File: src/rtl/fpcvt_serial_loader.sv
// Serial-to-parallel sample loader feeding the 13-bit float converter.
// Shifts a frame in MSB first, holds the word under valid/ready, and flags
// aborted frames (restart, inter-bit timeout) and starts dropped while full.
module fpcvt_serial_loader #(
    parameter int unsigned DATA_W  = 13,
    parameter int unsigned TIMEOUT = 64
) (
    input  logic              clk,
    input  logic              rst,
    input  logic              sin_start,
    input  logic              sin_valid,
    input  logic              sin_bit,
    output logic [DATA_W-1:0] d_out,
    output logic              d_valid,
    input  logic              d_ready,
    output logic              busy,
    output logic              frame_err,
    output logic              overrun
);

    localparam int unsigned CNT_W = $clog2(DATA_W);
    localparam int unsigned TMR_W = $clog2(TIMEOUT + 1);

    typedef enum logic [1:0] {
        IDLE  = 2'd0,
        SHIFT = 2'd1,
        HOLD  = 2'd2
    } state_t;

    state_t            state, state_nxt;
    logic [CNT_W-1:0]  bit_cnt, bit_cnt_nxt;
    logic [TMR_W-1:0]  idle_tmr, idle_tmr_nxt, tmr_inc;
    logic [DATA_W-1:0] sreg, sreg_nxt, shift_word;
    logic [DATA_W-1:0] d_out_nxt;
    logic              d_valid_nxt, busy_nxt, frame_err_nxt, overrun_nxt;

    // State and all registered outputs
    always_ff @(posedge clk) begin
        if (rst) begin
            state     <= IDLE;
            bit_cnt   <= '0;
            idle_tmr  <= '0;
            sreg      <= '0;
            d_out     <= '0;
            d_valid   <= 1'b0;
            busy      <= 1'b0;
            frame_err <= 1'b0;
            overrun   <= 1'b0;
        end else begin
            state     <= state_nxt;
            bit_cnt   <= bit_cnt_nxt;
            idle_tmr  <= idle_tmr_nxt;
            sreg      <= sreg_nxt;
            d_out     <= d_out_nxt;
            d_valid   <= d_valid_nxt;
            busy      <= busy_nxt;
            frame_err <= frame_err_nxt;
            overrun   <= overrun_nxt;
        end
    end

    // Next-state, datapath and pulse decode
    always_comb begin
        state_nxt     = state;
        bit_cnt_nxt   = bit_cnt;
        idle_tmr_nxt  = idle_tmr;
        sreg_nxt      = sreg;
        d_out_nxt     = d_out;
        d_valid_nxt   = d_valid;
        frame_err_nxt = 1'b0;
        overrun_nxt   = 1'b0;
        shift_word    = {sreg[DATA_W-2:0], sin_bit};
        tmr_inc       = idle_tmr + TMR_W'(1);

        case (state)
            IDLE: begin
                if (sin_start) begin
                    state_nxt    = SHIFT;
                    bit_cnt_nxt  = '0;
                    idle_tmr_nxt = '0;
                    sreg_nxt     = '0;
                end
            end
            SHIFT: begin
                if (sin_start) begin
                    // restart discards the partial frame and any same-cycle bit
                    bit_cnt_nxt   = '0;
                    idle_tmr_nxt  = '0;
                    sreg_nxt      = '0;
                    frame_err_nxt = 1'b1;
                end else if (sin_valid) begin
                    sreg_nxt     = shift_word;
                    idle_tmr_nxt = '0;
                    if (bit_cnt == CNT_W'(DATA_W - 1)) begin
                        d_out_nxt   = shift_word;
                        d_valid_nxt = 1'b1;
                        state_nxt   = HOLD;
                    end else begin
                        bit_cnt_nxt = bit_cnt + CNT_W'(1);
                    end
                end else begin
                    idle_tmr_nxt = tmr_inc;
                    if (tmr_inc == TMR_W'(TIMEOUT)) begin
                        frame_err_nxt = 1'b1;
                        state_nxt     = IDLE;
                    end
                end
            end
            HOLD: begin
                if (d_ready) begin
                    d_valid_nxt = 1'b0;
                    if (sin_start) begin
                        // back-to-back frame: transfer and restart in one edge
                        state_nxt    = SHIFT;
                        bit_cnt_nxt  = '0;
                        idle_tmr_nxt = '0;
                        sreg_nxt     = '0;
                    end else begin
                        state_nxt = IDLE;
                    end
                end else if (sin_start) begin
                    overrun_nxt = 1'b1;
                end
            end
            default: state_nxt = IDLE;
        endcase

        busy_nxt = (state_nxt != IDLE);
    end

endmodule
File: config.mk
export PLATFORM = sky130hd
export DESIGN_NAME = fpcvt_serial_loader
export DESIGN_NICKNAME = d
export VERILOG_FILES = /design/src/rtl/fpcvt_serial_loader.sv
export SDC_FILE = /design/constraint.sdc
export NUM_CORES = 1
export LEC_CHECK = 0
export BUFFER_PORTS_ARGS = -buffer_cell sky130_fd_sc_hd__buf_2
export CAP_MARGIN = 20
export CORE_MARGIN = 2
export CORE_UTILIZATION = 55
export DETAILED_ROUTE_END_ITERATION = 12
export GPL_ROUTABILITY_DRIVEN = 0
export PLACE_DENSITY = 0.77
export SETUP_SLACK_MARGIN = 0.3
export SKIP_CTS_REPAIR_TIMING = 1
export SYNTH_ARGS = -nofsm -noshare
export SYNTH_HDL_FRONTEND = slang
export SYNTH_SLANG_ARGS = --single-unit
export TNS_END_PERCENT = 30
File: constraint.sdc
create_clock -name clk -period 2.4 [get_ports clk]
set_input_delay 0.36 -clock clk [delete_from_list [all_inputs] [get_ports clk]]
set_output_delay 0.36 -clock clk [all_outputs]
set_load 0.01 [all_outputs]
Word level (Yosys, flattened, before mapping)
Cells that the tools add are included.
- add/subtract/negate cells: 2
- multiply operators: 0
- divide/modulo/power cells: 0
- $lt $le $gt $ge: 0
- eq/ne operators: 10
- shift operators: 0
- mux-type cells: 33
- bitwise logic cells: 3
- reduce and logical (&&, ||, !) cells: 11
- operators with widths (cell ; number):
    13-bit 2-to-1 mux ; 4
    13-bit case mux with 3 select lines ; 1
    7-bit 2-to-1 mux ; 4
    7-bit case mux with 3 select lines ; 1
    4-bit 2-to-1 mux ; 5
    2-bit 2-to-1 mux ; 6
    4-bit case mux with 3 select lines ; 1
    1-bit 2-to-1 mux ; 9
    2-bit inequality test (second input constant) ; 4
    4-bit AND reduction ; 2
    7-bit by 1-bit adder with 7-bit output (second input constant) ; 1
    7-bit == test (second input constant) ; 1
    3-bit inequality test (second input constant) ; 2
    2-bit case mux with 3 select lines ; 1
    5-bit AND reduction ; 1
    4-bit by 1-bit adder with 4-bit output (second input constant) ; 1
    4-bit == test (second input constant) ; 1
    2-bit nonzero test ; 2
    1-bit inverter ; 3
    3-bit AND reduction ; 1
    3-bit nonzero test ; 1
    3-bit OR reduction ; 1
    2-bit by 1-bit == test with 1-bit output (second input constant) ; 1
    2-bit == test (second input constant) ; 1
    other kinds (4) ; 4
- register bits: 43
- latch bits: 0
- bits in writable memories: 0
- ROM bits: 0
- bits of input ports: 6
- output and inout bits: 17
- word-level logic and storage cells: 68
- memories kept: 0

Depth between registers and ports, before layout
- depth in word-level cells: 7
- gate-level depth with buffers: 8
- depth with buffers taken out: 6

Worst setup path after synthesis
OpenSTA, ideal clock, no wires.
- path type: in2reg
- start: input sin_start
- end: register idle_tmr[4]
- setup time: 0.070 ns
- arrival: 1.665 ns
- required time: 2.330 ns
- slack: 0.665 ns
- stages on the path: 4
- path buffers: 1
- path through: clkbuf_2 > or4b_4 > or4b_1 > a21oi_1
- longest elaborated chain between the ends: 3
- elaborated cells on any way between the ends: 4
- classes of those cells: mux (4)
- ends and longest elaborated chain (item ; RTL line ; source):
    from (decl) ; 10 ; input logic sin_start,
    7-bit 2-to-1 mux (2 in series) ; -- ;
    7-bit case mux with 3 select lines * ; 75 ; case (state)
    to (signal assigned) ; 52 ; idle_tmr <= idle_tmr_nxt;
    to (decl) ; 32 ; logic [TMR_W-1:0] idle_tmr, idle_tmr_nxt, tmr_inc;
Every way passes the cells marked *; elsewhere a longest branch is shown, timed or not. The select of a mux whose other input is x is not followed.
A chain may end at the register's enable or synchronous reset.

Final worst setup path
- start: register state[0]
- end: register busy
- longest elaborated chain between the ends: 5
- elaborated cells on any way between the ends: 11
- classes of those cells: eq/ne (2); mux (7); reduce/logical (2)
- ends and longest elaborated chain (item ; RTL line ; source):
    from (decl) ; 30 ; state_t state, state_nxt;
    from (signal assigned) ; 50 ; state <= state_nxt;
    2-bit 2-to-1 mux, on equally long branches ; 103, 94 ;
    2-bit 2-to-1 mux ; 91 ; end else if (sin_valid) begin
    2-bit 2-to-1 mux ; 85 ; if (sin_start) begin
    2-bit case mux with 3 select lines * ; 75 ;
    2-bit nonzero test * ; 128 ; busy_nxt = (state_nxt != IDLE);
    to (signal assigned) ; 56 ; busy <= busy_nxt;
    to (decl) ; 16 ; output logic busy,
Every way passes the cells marked *; elsewhere a longest branch is shown, timed or not.

==> flow_summary.yaml <==
setup_path:
  worst-path-max-fanout: 15
  required_ns: 2.71
  arrival_ns: 2.22
  worst-setup-path-type: "register to register"
  start_kind: "register"
  critPathCaptureType: "register"
clock_tree:
  cts_tree: "yes"
  clkLatencyLatePin_ns: 0.35
  cts_sinks: 42
  clock_path_buffers: 2
  numCtsBuffers: 5
  h-tree-depth: 2
  cts-root-buf: "clkbuf_4"
  clk_pin_slew_ns: 0.12
global_route:
  grt_max_degree: 37
  grt_usage: 0.217
  first_global_vias: 1390
  antenna_found_initial: 0
  grt_pass1_wl_mm: 5.91
  grt_overflow_total: 0
synthesis:
  synth_top_family_by_area: "simple AND/OR/NAND/NOR gates"
  synth_area_per_cell_sq_um: 8.88
  synth_xor_area_frac: 0.00996
  synthAdderAreaFrac: 0.0214
  synth-seq-area-share: 0.478
  yosys-mux-area-fraction: 0.0242
  syn-num-nets: 207
  synth_seq_cells: 42
  synthCells: 198
  yosys_warnings: 0
  synth.distinct_cells: 42
  synth_edf_count: 0
  syn_area_sq_um: 1760
  synth-simple-area-share: 0.214
  ys.flop_type: "dfxtp_1"
  async_flop_share: 0
  synth_compound_area_frac: 0.213
pwr:
  comb_power_share: 0.055
  cellPowerDensity_nw_per_um2: 618
  intPower_mw: 0.945
  total_power_mw: 1.21
  ir_worst_vdd_v: 0.000367
  p_leak_nw: 0.747
  power.net_switching_mw: 0.263
  seqPwrFrac: 0.586
  sw_frac_of_total: 0.218
  power.share.clock: 0.359
placement:
  port_buffers: 22
  dp_hpwl_mm: 2.53
drt:
  vias: 1517
  drtIter0Drc: 71
  wirelength_mm: 3.58
  ant_nets: 0
  routedWlPerCell_um: 13.6
  drc_errors: 0
  drt-pass1-iter-count: 4
  routed_via_density: 5.77
layout:
  regArea_sq_um: 841
  multiInputGateArea_sq_um: 847
  nNetsFinal: 227
  antenna_cells: 0
  fill_cells: 281
  drive_above_1_share: 0.164
  area_delta_synth_final_pct: 11.2
timing:
  fin_crit_ns: 1.91
  slew_headroom: 0.538
  fmax_mhz: 524
  grt_setup_unrepaired: "no"
  tns_ns: 0
  worst_clock_skew_ns: 0.0117
  worst_slew_pin_slew_ns: 0.690
  setup_viol: 0
  period_share: 0.795
  maxSlewViolCount: 0
  finalHoldViolations: 0
  whs_ns: 0.234
run_status:
  status: "finished, final reports clean"
floorplanning:
  die_h_um: 60.5
  core_region_area_sq_um: 3050
  dieArea_sq_um: 3660
  start_util: 0.576
  die_w_um: 60.5
  rows: 20
  ios: 23
hold_path:
  min_path_type: "primary input to register"
run:
  drv_cap: 0
[registers in the layout (all words and copies together), names as in the netlist]
name       cells
busy           1
overrun        1
state          2
frame_err      1
sreg          12
d_out         13
d_valid        1
idle_tmr       7
bit_cnt        4
[critical path, cell delays in order, from the launching register on]
cell,delay (ns)
dfxtp_1,0.51
or3b_4,0.45
or2_1,0.45
a221oi_2,0.33
a211o_1,0.13
[layout make-up]
cell class,count,share of cell area
Inverter,5,0.00960
Multi-Input combinational cell,141,0.433
Clock buffer,7,0.0230
Clock inverter,1,0.0154
Timing Repair Buffer,23,0.0602
Sequential cell,42,0.430
Tap cell,44,0.0282
[placed cells by master (no fill, tap or decap), types with 7 or more instances in the layout]
| cell | n |
|---|---|
| nand3_1 | 7 |
| nor2_1 | 13 |
| a22o_1 | 10 |
| dfxtp_1 | 42 |
| o21ai_0 | 7 |
| buf_2 | 22 |
| nand2_1 | 29 |
| a21oi_1 | 26 |
[final timing paths]
path | start | end | slack [ns] | cells after the start
setup / recovery | state[0]$_SDFF_PP0_ | busy$_SDFF_PP0_ | 0.49 | 4
hold / removal | sin_bit | sreg[0]$_SDFFE_PP0P_ | 0.23 | 2
setup reg to reg | state[0]$_SDFF_PP0_ | busy$_SDFF_PP0_ | 0.49 | 4
hold reg to reg | d_out[5]$_SDFFE_PP0P_ | d_out[5]$_SDFFE_PP0P_ | 0.46 | 2
[cell usage after synthesis, drive strengths merged, types with 5 or more instances]
cell | count | area share
a21oi | 26 | 0.074
a22o | 10 | 0.050
clkbuf | 7 | 0.016
dfxtp | 42 | 0.48
inv | 5 | 0.011
nand2 | 29 | 0.062
nand2b | 5 | 0.018
nand3 | 7 | 0.020
nor2 | 13 | 0.028
nor3 | 5 | 0.014
o21ai | 7 | 0.020
[metrics by stage]
| step | cells | area, sq um | utilization | worst slack, ns |
|---|---|---|---|---|
| after floorplan | 198 | 1760 | - | 0.665 |
| after global placement | 255 | 1880 | 0.616 | 0.579 |
| after detailed placement | 255 | 1880 | 0.616 | 0.523 |
| after CTS | 263 | 1950 | 0.640 | 0.497 |
| after global routing | 263 | 1950 | 0.640 | 0.384 |
| final | 263 | 1950 | 0.640 | 0.492 |
[per-layer routing]
metal  global-route usage  vias up  part of all wire
met5                    0        -                 0
li1                     -      750                 -
met1                0.255      718              0.42
met3               0.0597        5             0.054
met2                0.373       44              0.51
met4               0.0932        0             0.016
[power by group through the flow]
stage	logic, mW	registers, mW	clock network, mW
floorplan	0.0509	0.721	0
global placement	0.0635	0.723	0
detailed placement	0.0656	0.723	0
CTS	0.0661	0.707	0.450
global route	0.0731	0.709	0.474
finish	0.0667	0.708	0.434
[cell families (layout without fill, tap and decap cells)]
logic type / after synthesis / after routing
and+or+nand+nor: 75 / 75
AOI/OAI and AO/OA: 57 / 57
DFF: 42 / 42
buffers and inverters: 15 / 36
muxes: 4 / 4
adders and majority gates: 3 / 3
xor gates and xnor gates: 2 / 2
(Power assumes the default switching activity.)
